## config.mk

```make
export PLATFORM = sky130hd
export DESIGN_NAME = motoro3_gate_driver
export DESIGN_NICKNAME = d
export VERILOG_FILES = /design/src/rtl/motoro3_pkg.sv /design/src/rtl/motoro3_leg_deadtime.sv /design/src/rtl/motoro3_gate_driver.sv
export SDC_FILE = /design/constraint.sdc
export NUM_CORES = 1
export LEC_CHECK = 0
export CORE_UTILIZATION = 41
export DETAILED_ROUTE_END_ITERATION = 10
export SYNTH_ARGS = -nofsm -noshare
export SYNTH_HDL_FRONTEND = slang
export SYNTH_HIERARCHICAL = 1
export SYNTH_SLANG_ARGS = --single-unit
```

## constraint.sdc

```tcl
create_clock -name clk -period 4 [get_ports clk]
set_clock_uncertainty 0.2 [all_clocks]
set_input_delay 0.4 -clock clk [delete_from_list [all_inputs] [get_ports clk]]
set_output_delay 0.4 -clock clk [all_outputs]
set_load 0.005 [all_outputs]
```

## src/rtl/motoro3_pkg.sv

```systemverilog
// Shared encodings for the motoro3 gate driver: leg states/requests, sector codes, step decode.
package motoro3_pkg;

    typedef enum logic [1:0] {
        LEG_OFF = 2'd0,
        LEG_HI  = 2'd1,
        LEG_LO  = 2'd2
    } leg_state_e;

    typedef enum logic [1:0] {
        REQ_OFF = 2'd0,
        REQ_HI  = 2'd1,
        REQ_LO  = 2'd2
    } leg_req_e;

    localparam logic [2:0] SECTOR_0     = 3'd0;
    localparam logic [2:0] SECTOR_1     = 3'd1;
    localparam logic [2:0] SECTOR_2     = 3'd2;
    localparam logic [2:0] SECTOR_3     = 3'd3;
    localparam logic [2:0] SECTOR_4     = 3'd4;
    localparam logic [2:0] SECTOR_5     = 3'd5;
    localparam logic [2:0] SECTOR_COAST = 3'd7;

    // Steps come in pairs per sector; 0 and 13..15 are not valid steps and mean coast.
    function automatic logic [2:0] step_to_sector(input logic [3:0] step);
        logic [2:0] sec;
        case (step)
            4'd1, 4'd2:   sec = SECTOR_0;
            4'd3, 4'd4:   sec = SECTOR_1;
            4'd5, 4'd6:   sec = SECTOR_2;
            4'd7, 4'd8:   sec = SECTOR_3;
            4'd9, 4'd10:  sec = SECTOR_4;
            4'd11, 4'd12: sec = SECTOR_5;
            default:      sec = SECTOR_COAST;
        endcase
        return sec;
    endfunction

endpackage

```

## src/rtl/motoro3_leg_deadtime.sv

```systemverilog
// One half-bridge leg: OFF/HI/LO state machine with a dead-time lockout after every turn-off.
// Gates are decoded from the state register, so H and L can never be high together.
module motoro3_leg_deadtime
    import motoro3_pkg::*;
#(
    parameter int DT_W = 8
) (
    input  logic            clk,
    input  logic            rst,
    input  leg_req_e        req,
    input  logic [DT_W-1:0] m3r_deadTime,
    output logic            gateH,
    output logic            gateL
);

    leg_state_e      state_q, state_d;
    logic [DT_W-1:0] cnt_q, cnt_d;

    always_ff @(posedge clk) begin
        if (rst) begin
            state_q <= LEG_OFF;
            cnt_q   <= '0;
        end else begin
            state_q <= state_d;
            cnt_q   <= cnt_d;
        end
    end

    always_comb begin
        state_d = state_q;
        cnt_d   = cnt_q;
        case (state_q)
            LEG_OFF: begin
                if (cnt_q != '0) begin
                    cnt_d = cnt_q - DT_W'(1);
                end else if (req == REQ_HI) begin
                    state_d = LEG_HI;
                end else if (req == REQ_LO) begin
                    state_d = LEG_LO;
                end
            end
            // Any departure from a driven state, including to OFF, passes through a lockout.
            LEG_HI: begin
                if (req != REQ_HI) begin
                    state_d = LEG_OFF;
                    cnt_d   = m3r_deadTime;
                end
            end
            LEG_LO: begin
                if (req != REQ_LO) begin
                    state_d = LEG_OFF;
                    cnt_d   = m3r_deadTime;
                end
            end
            default: begin
                state_d = LEG_OFF;
                cnt_d   = '0;
            end
        endcase
    end

    assign gateH = (state_q == LEG_HI);
    assign gateL = (state_q == LEG_LO);

endmodule

```

## src/rtl/motoro3_gate_driver.sv

```systemverilog
// Six-step gate driver: decodes the commutation step into per-leg requests gated by PWM,
// enable and fault, and drives three dead-time protected legs. Fault input latches.
module motoro3_gate_driver
    import motoro3_pkg::*;
#(
    parameter int DT_W = 8
) (
    input  logic            clk,
    input  logic            rst,
    input  logic            pwm,
    input  logic [3:0]      sgStep,
    input  logic [DT_W-1:0] m3r_deadTime,
    input  logic            m3r_gateEn,
    input  logic            m3r_faultClr,
    input  logic            faultIn,
    output logic            gateAH,
    output logic            gateAL,
    output logic            gateBH,
    output logic            gateBL,
    output logic            gateCH,
    output logic            gateCL,
    output logic            faultLatched,
    output logic [2:0]      sector
);

    logic [2:0] sector_q, sector_d;
    logic       fault_q, fault_d;
    logic       force_off;
    leg_req_e   pwm_req;
    leg_req_e   req_a, req_b, req_c;

    always_ff @(posedge clk) begin
        if (rst) begin
            sector_q <= SECTOR_COAST;
            fault_q  <= 1'b0;
        end else begin
            sector_q <= sector_d;
            fault_q  <= fault_d;
        end
    end

    // A fault present on the same edge as a clear request keeps the latch set.
    always_comb begin
        fault_d = fault_q;
        if (faultIn) begin
            fault_d = 1'b1;
        end else if (m3r_faultClr) begin
            fault_d = 1'b0;
        end
    end

    always_comb begin
        sector_d  = step_to_sector(sgStep);
        force_off = (sector_d == SECTOR_COAST) || !m3r_gateEn || fault_q || faultIn;
        pwm_req   = REQ_OFF;
        if (pwm) begin
            pwm_req = REQ_HI;
        end
        req_a = REQ_OFF;
        req_b = REQ_OFF;
        req_c = REQ_OFF;
        if (!force_off) begin
            case (sector_d)
                SECTOR_0: begin req_a = pwm_req; req_b = REQ_LO; end
                SECTOR_1: begin req_a = pwm_req; req_c = REQ_LO; end
                SECTOR_2: begin req_b = pwm_req; req_c = REQ_LO; end
                SECTOR_3: begin req_b = pwm_req; req_a = REQ_LO; end
                SECTOR_4: begin req_c = pwm_req; req_a = REQ_LO; end
                SECTOR_5: begin req_c = pwm_req; req_b = REQ_LO; end
                default: ;
            endcase
        end
    end

    motoro3_leg_deadtime #(.DT_W(DT_W)) u_leg_a (
        .clk          (clk),
        .rst          (rst),
        .req          (req_a),
        .m3r_deadTime (m3r_deadTime),
        .gateH        (gateAH),
        .gateL        (gateAL)
    );

    motoro3_leg_deadtime #(.DT_W(DT_W)) u_leg_b (
        .clk          (clk),
        .rst          (rst),
        .req          (req_b),
        .m3r_deadTime (m3r_deadTime),
        .gateH        (gateBH),
        .gateL        (gateBL)
    );

    motoro3_leg_deadtime #(.DT_W(DT_W)) u_leg_c (
        .clk          (clk),
        .rst          (rst),
        .req          (req_c),
        .m3r_deadTime (m3r_deadTime),
        .gateH        (gateCH),
        .gateL        (gateCL)
    );

    assign faultLatched = fault_q;
    assign sector       = sector_q;

endmodule

```

==> results.cfg <==
[synthesis]
synth_area_um2 = 2730
synth_top_area_cell = dfxtp_1
postSynthAreaPerCell_um2 = 8.60
synth_top_area_frac = 0.249
synth_ff_type = dfxtp_1
syn_nets = 363
synth-seq-cells = 34
synthCells = 318
synth_edf_count = 0
yosysSeqAreaShare = 0.249
yosys-top-cells-area = dfxtp_1 (25%), ha_1 (12%), inv_1 (4.5%)
synth_warnings = 6
synth-async-reset-ratio = 0
ys_types = 51

[cells_and_area]
n_antenna_cell = 0
drive_gt1_frac = 0.123
syn2layout_area_growth_pct = 16.5
final_nets = 393
fin_cells = 426

[global_route]
grt_max_degree = 20
antenna_found_initial = 0
grt_use_total = 0.201
grt_pass1_wl_um = 11600
grt_overflow = 0
grt_pass1_vias = 2403

[critical_path]
start_kind = input port
cp.arrival_ps = 3510
cp.required_ps = 4010
criticalPathCategory = input port to flop
worstPathMaxFanout = 8
critPathCaptureType = flop

[power]
power.leakage_nw = 1.19
intPower_mw = 1.05
power_frac_seq = 0.310
clockPowerShare = 0.148
switchingPower_uw = 788
comb_power_share = 0.542
p_sw_frac = 0.428
vdd_ir_drop_max_mv = 0.336
p_per_area_nw_per_um2 = 578
finalPower_mw = 1.84

[route]
dr.pass1.iters = 4
detail-route-antenna-nets = 0
viasPerCell = 5.91
drc = 0
wl_per_cell_um = 16.0
vias = 2516
drtIter0Drc = 216
wl_um = 6830

[floorplanning]
initial_utilization = 0.428
core-area_um2 = 6390
dieArea_um2 = 7000
io_pins = 28
rows = 29
fp.dieH_um = 83.7
die_w_um = 83.7

[sta]
finalSetupViolations = 0
rsz0062_at_grt = false
maxSlewViolCount = 0
slew_headroom = 0.511
worst_slew_pin_slew_ps = 732
fin_crit_sh = 0.874
hold_viol_final = 0
whs_ps = 314
max_freq_ghz = 0.286
layout_min_cycle_time_ps = 3500
finalSetupTns_ps = 0

[clock_network]
cts_buffer_depth = 2
cts_tree = done
path_clk_slew_ps = 70
ctsResizeCount = 0
h-tree-depth = 2
cts_setup_buffers = 0
clock_sinks = 34
cts_buffers = 5
cts_hold_buf = 0
clk_latency_ps = 290
cts_root_buffer = clkbuf_8

[placed_design]
port_buffers = 27
finalWeightedCongestion = 0.854
dp_hpwl_um = 5170
dp.cells = 418

[min_path]
holdCritPathClass = flop to flop

[run_status]
status = finished clean

[job]
drv_cap = 0
[critical path, cell delays in order]
cell and delay (ps):
clkdlybuf4s50_1 450, inv_1 50, ha_1 220, ha_1 340, mux2i_4 230, nor3b_1 310
inv_1 80, ha_1 220, a22oi_1 360, o41ai_4 220, or3_2 480, a21oi_1 140
[power groups by stage]
| stage | logic, mW | registers [mW] | clock network, mW |
|---|---|---|---|
| floorplan | 0.860 | 0.514 | 0 |
| global placement | 0.975 | 0.575 | 0 |
| detailed placement | 0.984 | 0.576 | 0 |
| CTS | 0.990 | 0.568 | 0.288 |
| global route | 1.10 | 0.587 | 0.301 |
| finish | 0.998 | 0.570 | 0.273 |
[Yosys cell counts, types with 2 or more instances]
cell	number
dfxtp_1	34
inv_1	33
ha_1	27
nand2_1	21
o21ai_0	18
a21oi_1	16
nor3_1	14
nand3_1	10
a32o_1	9
nand4_1	9
nor2_1	7
a22oi_1	6
a2bb2oi_1	6
clkbuf_1	6
nor2b_1	6
nor4_1	6
o211ai_1	6
or3_2	6
nand2b_1	5
xnor2_1	5
nor3b_1	4
xor2_1	4
a221o_1	3
a22o_1	3
a41oi_2	3
and3_1	3
buf_4	3
nand4b_1	3
o21ai_1	3
o31a_1	3
o31a_2	3
o41a_1	3
o41ai_1	3
o41ai_4	3
or3_1	3
or4_1	3
or4_4	3
nor3b_2	2
[routing by layer]
layer / global-route usage / share of wire / up-vias
met2: 0.327 / 0.46 / 60
met3: 0.0307 / 0.043 / 10
met5: 0 / 0 / -
li1: - / - / 1256
met1: 0.272 / 0.48 / 1190
met4: 0.0616 / 0.018 / 0
[kinds of logic after synthesis]
logic type | synth area share
AND/OR/NAND/NOR | 0.233
AO/OA/AOI/OAI | 0.287
buffers and inverters | 0.0673
XOR/XNOR | 0.0288
adder cells (fa/ha/maj) | 0.124
flip-flops | 0.249
multiplexers | 0.0119
[registers in the layout, summed over array words and instances (netlist names)]
register and count:
u_leg_c/cnt_q 8, u_leg_b/state_q 2, sector 3, u_leg_b/cnt_q 8, u_leg_a/state_q 2, faultLatched 1, u_leg_c/state_q 2, u_leg_a/cnt_q 8
[layout by cell type, fill, tap and decap left out, drive strengths merged, types with 2 or more instances in the layout]
cell	netlist	final
nand3	10	10
nand2	21	21
dfxtp	34	34
clkdlybuf4s50	0	27
o31a	6	6
or4	6	6
nor3	14	14
a41oi	3	3
a21oi	16	16
nor2	8	8
a22o	3	3
clkbuf	6	6
nor4	6	6
xnor2	5	5
a221o	3	3
nor3b	6	6
xor2	4	4
nor2b	6	6
nand2b	5	5
or3	9	9
inv	34	34
nand4b	3	3
a22oi	6	6
and3	3	3
a2bb2oi	6	6
a32o	9	9
mux2i	2	2
o41ai	6	6
ha	27	27
nand4	9	9
buf	4	6
o21ai	22	22
o41a	3	3
o211ai	6	6
[metrics by stage]
| stage | utilization | instance area [µm²] | setup WS [ps] |
|---|---|---|---|
| finish | 0.499 | 3180 | 505 |
| global route | 0.499 | 3180 | 310 |
| CTS | 0.499 | 3180 | 520 |
| detailed placement | 0.484 | 3090 | 254 |
| global placement | 0.484 | 3090 | 326 |
| floorplan | - | 2730 | 798 |
[worst paths after layout]
check | startpoint | end | slack [ps] | cells after the start
worst min register to register | u_leg_b/cnt_q[0]$_SDFFE_PP0P_ | u_leg_b/cnt_q[0]$_SDFFE_PP0P_ | 310 | 2
worst min-delay path | u_leg_b/cnt_q[0]$_SDFFE_PP0P_ | u_leg_b/cnt_q[0]$_SDFFE_PP0P_ | 310 | 2
worst max-delay path | sgStep[0] | u_leg_b/cnt_q[1]$_SDFFE_PP0P_ | 500 | 12
worst max register to register | faultLatched$_SDFFE_PP0P_ | u_leg_b/cnt_q[1]$_SDFFE_PP0P_ | 1090 | 9
[final cells by class]
type / count / area (µm²)
repair buffers: 33 / 315
inverters: 34 / 128
multi-input cells: 240 / 1870
fillers: 608 / 3200
clock buffers: 6 / 82.6
flip-flops and latches: 34 / 681
clock inverters: 2 / 12.5
well taps: 77 / 96.3
No activity file was read; power rests on OpenSTA's default activity.
